==> config.mk <==
export PLATFORM = sky130hd
export DESIGN_NAME = image_send_flat
export DESIGN_NICKNAME = d
export VERILOG_FILES = /design/src/rtl/image_proto_pkg.sv /design/src/rtl/image_send_if.sv /design/src/rtl/image_send_resp_timer.sv /design/src/rtl/image_send.sv /design/src/flat_wrapper.sv
export SDC_FILE = /design/constraint.sdc
export NUM_CORES = 1
export LEC_CHECK = 0
export ABC_AREA = 1
export BUFFER_PORTS_ARGS = -buffer_cell sky130_fd_sc_hd__buf_2
export CELL_PAD_IN_SITES_DETAIL_PLACEMENT = 1
export CELL_PAD_IN_SITES_GLOBAL_PLACEMENT = 2
export CORE_MARGIN = 1
export CORE_UTILIZATION = 31
export DETAILED_ROUTE_END_ITERATION = 12
export PLACE_DENSITY = 0.89
export REMOVE_ABC_BUFFERS = 1
export SYNTH_ARGS = -nofsm -noshare
export SYNTH_HDL_FRONTEND = slang
export SYNTH_SLANG_ARGS = --single-unit
==> constraint.sdc <==
create_clock -name clk -period 2 [get_ports clk]
set_clock_uncertainty 0.2 [all_clocks]
set_input_delay 0.4 -clock clk [delete_from_list [all_inputs] [get_ports clk]]
set_output_delay 0.4 -clock clk [all_outputs]
set_load 0.03 [all_outputs]
==> src/rtl/image_proto_pkg.sv <==
// Shared definitions for the UART image protocol endpoints.
// Holds the framing byte constants, the transmit FSM state type and a
// helper that turns a decimal digit position into its ASCII character.
package image_proto_pkg;

    localparam logic [7:0] SOH     = 8'h01;
    localparam logic [7:0] ACK     = 8'h06;
    localparam logic [7:0] ETX     = 8'h03;
    localparam logic [7:0] SYN     = 8'h16;
    localparam logic [7:0] COMMA   = 8'h2C;
    localparam logic [7:0] ETX_SUB = 8'h02;

    localparam int unsigned HDR_LEN = 6;

    typedef enum logic [2:0] {
        ST_IDLE      = 3'd0,
        ST_SEND_HDR  = 3'd1,
        ST_WAIT_ACK  = 3'd2,
        ST_SEND_DATA = 3'd3,
        ST_SEND_ETX  = 3'd4,
        ST_WAIT_SYN  = 3'd5
    } state_t;

    // ASCII character of the least significant decimal digit of value
    function automatic logic [7:0] ascii_digit(input int unsigned value);
        return 8'(32'h30 + (value % 10));
    endfunction

endpackage

==> src/rtl/image_send_if.sv <==
// Byte-level bus of the image transmitter.
//   pixel_*  : upstream pixel source (valid/ready)
//   tx_*     : UART transmitter port (valid/ready)
//   rx_*     : UART receiver port (single-cycle strobe)
// master = image_send side, slave = the surrounding source/UART side.
interface image_send_if;

    logic [7:0] pixel_data;
    logic       pixel_valid;
    logic       pixel_ready;
    logic [7:0] tx_data;
    logic       tx_valid;
    logic       tx_ready;
    logic [7:0] rx_data;
    logic       rx_valid;

    modport master (
        input  pixel_data, pixel_valid,
        output pixel_ready,
        output tx_data, tx_valid,
        input  tx_ready,
        input  rx_data, rx_valid
    );

    modport slave (
        output pixel_data, pixel_valid,
        input  pixel_ready,
        input  tx_data, tx_valid,
        output tx_ready,
        output rx_data, rx_valid
    );

endinterface

==> src/rtl/image_send_resp_timer.sv <==
// resp_timer: loadable down-counter used to time out handshake responses.
//   clear      : force count to zero
//   load       : load load_value (takes priority over enable)
//   enable     : count down while non-zero
//   expired_c  : enable && count == 0
module resp_timer #(
    parameter int unsigned CNT_W = 8
) (
    input  logic             clk,
    input  logic             reset_n,
    input  logic             clear,
    input  logic             load,
    input  logic             enable,
    input  logic [CNT_W-1:0] load_value,
    output logic             expired_c
);

    logic [CNT_W-1:0] count;

    // count register
    always_ff @(posedge clk or negedge reset_n) begin
        if (!reset_n) begin
            count <= '0;
        end else if (clear) begin
            count <= '0;
        end else if (load) begin
            count <= load_value;
        end else if (enable && (count != '0)) begin
            count <= count - CNT_W'(1);
        end
    end

    assign expired_c = enable && (count == '0);

endmodule

==> src/rtl/image_send.sv <==
// image_send: transmit endpoint of the UART image protocol.
// Sends SOH header, waits for ACK (with retries), streams the pixels with
// 0x03 remapped to 0x02, sends ETX, then waits for SYN.
//   clk, reset_n : clock, asynchronous active-low reset
//   start        : begin a transfer (sampled in IDLE only)
//   bus          : pixel source, UART tx and rx byte ports
//   busy         : not in IDLE
//   done / error : one-cycle completion / failure pulses
module image_send
    import image_proto_pkg::*;
#(
    parameter int unsigned WIDTH_PX    = 64,
    parameter int unsigned HEIGHT_PX   = 64,
    parameter int unsigned ACK_TIMEOUT = 27_000_000,
    parameter int unsigned MAX_RETRIES = 3
) (
    input  logic         clk,
    input  logic         reset_n,
    input  logic         start,
    image_send_if.master bus,
    output logic         busy,
    output logic         done,
    output logic         error
);

    localparam int unsigned TMR_W   = $clog2(ACK_TIMEOUT + 1);
    localparam int unsigned RETRY_W = (MAX_RETRIES < 1) ? 1 : $clog2(MAX_RETRIES + 1);
    localparam logic [19:0] PIX_LAST = 20'(WIDTH_PX * HEIGHT_PX - 1);
    localparam logic [2:0]  HDR_LAST = 3'(HDR_LEN - 1);
    // Timer expires on the ACK_TIMEOUT-th cycle spent in a wait state
    localparam logic [TMR_W-1:0] TMR_LOAD = TMR_W'(ACK_TIMEOUT - 1);

    state_t             state, state_n;
    logic [2:0]         hdr_idx, hdr_idx_n;
    logic [RETRY_W-1:0] retry_cnt, retry_n;
    logic [19:0]        pix_cnt, pix_n;
    logic               busy_n, done_n, error_n;
    logic               tmr_clear, tmr_load, tmr_en, tmr_expired_c;
    logic [7:0]         hdr_byte_c, pix_sub_c;

    resp_timer #(.CNT_W(TMR_W)) u_timer (
        .clk        (clk),
        .reset_n    (reset_n),
        .clear      (tmr_clear),
        .load       (tmr_load),
        .enable     (tmr_en),
        .load_value (TMR_LOAD),
        .expired_c  (tmr_expired_c)
    );

    // header byte selection
    always_comb begin
        case (hdr_idx)
            3'd0:    hdr_byte_c = SOH;
            3'd1:    hdr_byte_c = ascii_digit(WIDTH_PX / 100);
            3'd2:    hdr_byte_c = ascii_digit(WIDTH_PX / 10);
            3'd3:    hdr_byte_c = ascii_digit(WIDTH_PX);
            3'd4:    hdr_byte_c = COMMA;
            3'd5:    hdr_byte_c = HEIGHT_PX[7:0];
            default: hdr_byte_c = 8'h00;
        endcase
    end

    // the peer reads 0x03 as end of image
    assign pix_sub_c = (bus.pixel_data == ETX) ? ETX_SUB : bus.pixel_data;

    // state and counter registers
    always_ff @(posedge clk or negedge reset_n) begin
        if (!reset_n) begin
            state     <= ST_IDLE;
            hdr_idx   <= '0;
            retry_cnt <= '0;
            pix_cnt   <= '0;
            busy      <= 1'b0;
            done      <= 1'b0;
            error     <= 1'b0;
        end else begin
            state     <= state_n;
            hdr_idx   <= hdr_idx_n;
            retry_cnt <= retry_n;
            pix_cnt   <= pix_n;
            busy      <= busy_n;
            done      <= done_n;
            error     <= error_n;
        end
    end

    // next state and byte-port outputs
    always_comb begin
        state_n         = state;
        hdr_idx_n       = hdr_idx;
        retry_n         = retry_cnt;
        pix_n           = pix_cnt;
        done_n          = 1'b0;
        error_n         = 1'b0;
        tmr_clear       = 1'b0;
        tmr_load        = 1'b0;
        tmr_en          = 1'b0;
        bus.tx_valid    = 1'b0;
        bus.tx_data     = 8'h00;
        bus.pixel_ready = 1'b0;

        case (state)
            ST_IDLE: begin
                tmr_clear = 1'b1;
                if (start) begin
                    retry_n   = '0;
                    hdr_idx_n = '0;
                    pix_n     = '0;
                    state_n   = ST_SEND_HDR;
                end
            end
            ST_SEND_HDR: begin
                bus.tx_valid = 1'b1;
                bus.tx_data  = hdr_byte_c;
                if (bus.tx_ready) begin
                    if (hdr_idx == HDR_LAST) begin
                        hdr_idx_n = '0;
                        tmr_load  = 1'b1;
                        state_n   = ST_WAIT_ACK;
                    end else begin
                        hdr_idx_n = hdr_idx + 3'd1;
                    end
                end
            end
            ST_WAIT_ACK: begin
                tmr_en = 1'b1;
                // an ACK in the expiry cycle still wins
                if (bus.rx_valid && (bus.rx_data == ACK)) begin
                    pix_n   = '0;
                    state_n = ST_SEND_DATA;
                end else if (tmr_expired_c) begin
                    if (32'(retry_cnt) < MAX_RETRIES) begin
                        retry_n   = retry_cnt + RETRY_W'(1);
                        hdr_idx_n = '0;
                        state_n   = ST_SEND_HDR;
                    end else begin
                        error_n = 1'b1;
                        state_n = ST_IDLE;
                    end
                end
            end
            ST_SEND_DATA: begin
                bus.tx_valid    = bus.pixel_valid;
                bus.tx_data     = pix_sub_c;
                bus.pixel_ready = bus.tx_ready;
                if (bus.pixel_valid && bus.tx_ready) begin
                    if (pix_cnt == PIX_LAST) begin
                        state_n = ST_SEND_ETX;
                    end else begin
                        pix_n = pix_cnt + 20'd1;
                    end
                end
            end
            ST_SEND_ETX: begin
                bus.tx_valid = 1'b1;
                bus.tx_data  = ETX;
                if (bus.tx_ready) begin
                    tmr_load = 1'b1;
                    state_n  = ST_WAIT_SYN;
                end
            end
            ST_WAIT_SYN: begin
                tmr_en = 1'b1;
                if (bus.rx_valid && (bus.rx_data == SYN)) begin
                    done_n  = 1'b1;
                    state_n = ST_IDLE;
                end else if (tmr_expired_c) begin
                    error_n = 1'b1;
                    state_n = ST_IDLE;
                end
            end
            default: begin
                state_n = ST_IDLE;
            end
        endcase

        busy_n = (state_n != ST_IDLE);
    end

endmodule

==> src/flat_wrapper.sv <==
// flat-port wrapper written by rule: the top's interface ports become plain ports
module image_send_flat import image_proto_pkg::*;
#(
    parameter int unsigned WIDTH_PX    = 64,
    parameter int unsigned HEIGHT_PX   = 64,
    parameter int unsigned ACK_TIMEOUT = 27_000_000,
    parameter int unsigned MAX_RETRIES = 3
)
  (clk, reset_n, start, busy, done, error, bus_pixel_data, bus_pixel_valid, bus_pixel_ready, bus_tx_data, bus_tx_valid, bus_tx_ready, bus_rx_data, bus_rx_valid);
  image_send_if bus_i ();
  input  logic clk;
  input  logic reset_n;
  input  logic start;
  output logic busy;
  output logic done;
  output logic error;
  input wire logic [$bits(bus_i.pixel_data)-1:0] bus_pixel_data;
  input wire logic [$bits(bus_i.pixel_valid)-1:0] bus_pixel_valid;
  output wire logic [$bits(bus_i.pixel_ready)-1:0] bus_pixel_ready;
  output wire logic [$bits(bus_i.tx_data)-1:0] bus_tx_data;
  output wire logic [$bits(bus_i.tx_valid)-1:0] bus_tx_valid;
  input wire logic [$bits(bus_i.tx_ready)-1:0] bus_tx_ready;
  input wire logic [$bits(bus_i.rx_data)-1:0] bus_rx_data;
  input wire logic [$bits(bus_i.rx_valid)-1:0] bus_rx_valid;
  assign bus_i.pixel_data = bus_pixel_data;
  assign bus_i.pixel_valid = bus_pixel_valid;
  assign bus_pixel_ready = bus_i.pixel_ready;
  assign bus_tx_data = bus_i.tx_data;
  assign bus_tx_valid = bus_i.tx_valid;
  assign bus_i.tx_ready = bus_tx_ready;
  assign bus_i.rx_data = bus_rx_data;
  assign bus_i.rx_valid = bus_rx_valid;
  image_send #(.WIDTH_PX(WIDTH_PX), .HEIGHT_PX(HEIGHT_PX), .ACK_TIMEOUT(ACK_TIMEOUT), .MAX_RETRIES(MAX_RETRIES)) u_core (.clk(clk), .reset_n(reset_n), .start(start), .bus(bus_i), .busy(busy), .done(done), .error(error));
endmodule
## Word-level counts from Yosys, hierarchy flattened

Cells that the tools add are included.

- Output and inout bits: 13
- Register bits: 56
- Bits of input ports: 22
- Logic and storage cells: 105

- Add/sub/neg operators: 4
- Reductions and logical operators: 19
- Magnitude comparators: 1
- Mux-type cells: 51
- Equality and inequality tests: 22

Operators by type and width:

| operator | count |
|---|---|
| $mux 20 | 4 |
| $mux 25 | 3 |
| $pmux 20 s3 | 1 |
| $mux 3 | 16 |
| $pmux 7 s6 | 1 |
| $logic_not 25->1 | 1 |
| $reduce_bool 25->1 | 1 |
| $sub 25x1->25 const B | 1 |
| $pmux 8 s3 | 1 |
| $add 20x1->20 const B | 1 |
| $eq 20x12->1 const B | 1 |
| $pmux 3 s6 | 1 |
| $mux 1 | 14 |
| $eq 3x2->1 const B | 4 |
| $eq 3x3->1 const B | 4 |
| $reduce_bool 3->1 | 4 |
| $reduce_and 5->1 | 2 |
| $pmux 3 s3 | 1 |
| $eq 8x2->1 const B | 1 |
| $eq 8x3->1 const B | 1 |
| $eq 8x5->1 const B | 1 |
| $mux 2 | 4 |
| $mux 8 | 1 |
| $ne 2x1->1 const B | 4 |
| other kinds (12) | 24 |

## Longest topological paths before layout

- Depth after elaboration: 8
- Mapped depth: 13
- Depth with buffers taken out: 13

## Hierarchy

From an unflattened synthesis, not the netlist that was laid out.

- Cell total of the unflattened synthesis: 659
- Area, all modules: 4225.3 sq um

Modules (own cells, without submodules):

| module | instances | area an instance (sq um) | seq. area each (sq um) | cells each |
|---|---|---|---|---|
| image_send | 1 | 2274.7 | 775.7 | 349 |
| resp_timer | 1 | 1950.6 | 625.6 | 310 |

## Least setup slack after synthesis

No wires, ideal clock.

- Path kind: reg-to-output
- Start: register u_core.state[2]
- End: output bus_tx_data[1]
- Buffers on the path: 0
- Data arrival time: 2.021 ns
- Stages on the path, launching flop included: 4
- Setup slack: -0.621 ns
- Data required time: 1.400 ns
- Path through: dfrtp_1 -> nor3_4 -> inv_1 -> o311ai_0

- Word-level cells in the longest chain between the ends: 2
- Elaborated cells between the ends (all ways): 4
- Classes of those cells: eq/ne: 3; mux: 1

RTL lines:

| what | RTL line | RTL |
|---|---|---|
| from (decl) | image_send.sv:33 | `state_t state, state_n;` |
| from (signal assigned) | image_send.sv:78 | `state <= state_n;` |
| $eq 3x3->1, or another cell as far along | image_send.sv:103 | `case (state)` |
| $pmux 8 s3 (*) | image_send.sv:103 |  |
| to (decl) | flat_wrapper.sv:20 | `output wire logic [$bits(bus_i.tx_data)-1:0] bus_tx_data;` |

Mark *: on every way between the ends. The rest lies on a longest branch, timed or not.

## Worst setup path in the final report

- Start: register u_core.hdr_idx[1]
- End: output bus_tx_data[5]

- Word-level cells in the longest chain between the ends: 3
- Elaborated cells between the ends (all ways): 8
- Classes of those cells: eq/ne: 5; mux: 2; reduce/logical: 1

RTL lines:

| what | RTL line | RTL |
|---|---|---|
| from (decl) | image_send.sv:34 | `logic [2:0] hdr_idx, hdr_idx_n;` |
| from (signal assigned) | image_send.sv:79 | `hdr_idx <= hdr_idx_n;` |
| $eq 3x3->1, or another cell as far along | image_send.sv:53 | `case (hdr_idx)` |
| $pmux 7 s6 (*) | image_send.sv:53 |  |
| $pmux 8 s3 (*) | image_send.sv:103 |  |

Marked as above.

==> results.toml <==
[final_layout]
drive_gt1_share_pct = 30.4
fin_util_pct = 41.5
area_growth_pct = 31.2
fill_cells = 1664
antenna_cells = 0
fin_nets = 740

[timing]
finalHoldViolations = 0
setup_slack_ns = -0.268
setup_tns_ns = -1.58
tightestPinTransition_ns = 0.469
post-route-period-util_pct = 113
rsz0062_at_grt = "yes"
maxSlewViolCount = 0
post-route-min-period_ns = 2.27
max_freq_mhz = 441
setup_viol = 10
relSlewSlack_pct = 68.5

[clock_network]
clockBufferDepth = 2
clkTransAtPathRegs_ns = 0.08
clk_latency_ns = 0.31
clock-sinks = 56
root_buffer = "clkbuf_16"
numCtsBuffers = 5
cts_tree = "yes"
htreeDepth = 2

[floorplanning]
coreArea_um2 = 13200
io_pins = 35
rows = 42
die_area_um2 = 13900
fp.dieH_um = 118
start_util_pct = 31.6
die_w_um = 118

[yosys]
syn-cell-area_um2 = 4170
avgSynthCellArea_um2 = 6.74
yosys.area.top_type_share_pct = 33.6
synth_edf_count = 0
async_flop_share_pct = 100
synth.top_cells.by_area = "dfrtp_1, nand2_1, nor2_1"
synth_cell_types = 40
yosys_warnings = 0
synth_top_cell_by_area = "dfrtp_1"
synth-seq-cells = 56
synth_cells = 619
synth-seq-area-share_pct = 33.6
dominantRegCellSynth = "dfrtp_1"

[worst_setup_path]
path_delay_family = "flip-flops"
cp-start-kind = "register"
rr_startpoint = "u_core.state[0]"
cp_cell_sequence = "nand2_1 > inv_1 > ha_2 > o21bai_4 > o21ai_2 > o211ai_1 > buf_4"
r2r-end = "u_core.u_timer.count[11]"
crit_fanout = 4
rrSetupSlack_ns = 0.07
crit_buf_inv = 2
path_depth = 7
crit_required_ns = 1.40
cpPeakStageDelay_ns = 0.43
endpoint_kind = "output port"
rr_worst_depth = 10
crit_path_top_delay_cell = "dfrtp_1"
arrival_ns = 1.67
critPathKind = "reg2out"

[power]
vdd_drop_max_uv = 556
power.leakage_nw = 2.78
power_density_nw_per_um2 = 1600

[detailed_routing]
wl_met2_mm = 6.84
drt-wirelength-per-cell_um = 14.9
drc = 0
ant_nets = 0
num_vias = 4368
routed-wl-met3_um = 330
initialDrtViolationCount = 205
drt-total-wl_mm = 13.3
drt_first_pass_iters = 4
avgViaCountPerCell = 4.91
top_layer = "met4"
met1_length_mm = 5.97

[worst_hold_path]
hp-class = "in2reg"
min_delay_path_depth = 3
hold_path.startpoint = "bus_rx_data[4]"
hold_end = "u_core.done"

[run]
drv_cap = 0

[grt]
grt_max_degree = 57
grt_pass1_vias = 4619
grtUsageTotal_pct = 19.2
grt_pass1_wl_mm = 21.9
antenna_found_initial = 0
grt_overflow = 0

[place]
dpl.hpwl_mm = 9.63
port_buffers = 34
gp_congestion = 0.865

[run_status]
violations = "setup timing"
status = "finished with violations"
## power by group
| group | internal (mW) | switching (mW) | leakage [nW] | total (mW) |
|---|---|---|---|---|
| clock network | 0.713 | 0.448 | 0.0899 | 1.16 |
| logic | 2.37 | 3.62 | 1.93 | 5.99 |
| registers | 1.36 | 0.259 | 0.759 | 1.62 |
## cells by family (layout without fill, tap and decap cells)
group	after synthesis	in the layout	share of synthesized area (%)
xor gates and xnor gates	14	14	2.94
and+or+nand+nor	405	405	43.6
AOI/OAI and AO/OA	60	60	9.57
DFF	56	56	33.6
buffers and inverters	79	173	8.82
adders and majority gates	5	5	1.50
## worst min-delay path, cell delays in order
cell     delay [ns]
buf_2          0.11
nand2_1        0.07
nor4_1         0.07
## flip-flops by register name, indices dropped and copies added (netlist names)
name and flops:
u_core.state 3, u_core.pix_cnt 20, u_core.u_timer.count 25, u_core.hdr_idx 3, u_core.retry_cnt 2, u_core.done 1, u_core.error 1, u_core.busy 1
## per-stage QoR
step / power, mW / setup slack (ns) / hold WS (ns) / cells / area, um^2
2_1_floorplan: 4.78 / -0.621 / -0.0956 / 608 / 4060
3_3_place_gp: 6.50 / 0.0686 / 0.232 / 857 / 4770
3_5_place_dp: 6.70 / -0.0224 / 0.236 / 857 / 4770
4_1_cts: 8.28 / -0.208 / 0.171 / 873 / 5180
5_1_grt: 9.45 / -0.318 / 0.191 / 889 / 5470
6_report: 8.77 / -0.268 / 0.180 / 889 / 5470
## cells in the mapped netlist, types with 3 or more instances
cell type	count
a21oi_1	8
buf_2	3
buf_6	6
dfrtp_1	56
ha_1	5
inv_1	58
inv_2	8
nand2_1	209
nand2_2	13
nand2_4	3
nand3_1	44
nand3_2	3
nand4_1	10
nor2_1	93
nor2_2	11
nor2_4	4
nor3_1	5
o21ai_0	20
o21ai_1	3
o21ai_2	20
xnor2_1	6
xor2_1	8
## metal layers
layer | GRT usage, % | vias to the layer above
met4 | 3.93 | 0
li1 | - | 2133
met1 | 23.7 | 2173
met3 | 3.10 | 12
met5 | 0 | -
met2 | 35.0 | 50
## placed cells by master (no fill, tap or decap), types with 2 or more instances in the layout
cell / n
buf_12: 2
nor2_4: 10
a21oi_1: 8
dfrtp_2: 3
inv_8: 2
nand4_1: 10
nor2_1: 83
nor2_2: 15
nand3_1: 41
inv_2: 10
nor3_4: 3
clkbuf_16: 5
inv_1: 51
nand3b_1: 2
buf_4: 58
nand3_4: 2
bufinv_16: 2
nand2_1: 200
xnor2_1: 6
o21ai_0: 16
o21ai_2: 23
nand2_2: 17
buf_2: 24
nand2_4: 7
nor3_1: 4
o21ai_1: 4
nand2_8: 3
dfrtp_1: 53
buf_6: 13
nand3_2: 5
ha_1: 3
inv_4: 4
xor2_1: 8
## final cells by class
| type | instances | area [um^2] | area share (%) |
|---|---|---|---|
| clock buffer | 5 | 125 | 2.29 |
| timing repair buffer | 98 | 752 | 13.7 |
| multi-input combinational | 484 | 2620 | 48.0 |
| clock inverter | 2 | 60.1 | 1.10 |
| sequential | 56 | 1410 | 25.7 |
| inverter | 68 | 285 | 5.21 |
| tap | 176 | 220 | 4.02 |
## what timing repair did
item	in CTS	in global routing
endpoints found under the setup margin	16	58
pin swaps	9	23
gates resized for setup	47	51
buffers inserted	8	18
endpoints found under the hold margin	56	0
hold buffers	1	0
## how the worst max path moves through the flow
stage                       startpoint                 endpoint  slack [ns]
6_report             u_core.hdr_idx[1]           bus_tx_data[5]       -0.27
5_1_grt              u_core.hdr_idx[0]           bus_tx_data[5]       -0.32
4_1_cts              u_core.hdr_idx[1]           bus_tx_data[5]       -0.21
3_5_place_dp   u_core.u_timer.count[0]  u_core.u_timer.count[8]       -0.02
3_3_place_gp         u_core.hdr_idx[0]           bus_tx_data[5]        0.07
2_1_floorplan          u_core.state[2]           bus_tx_data[1]       -0.62
Power figures use the tool's default switching activity.
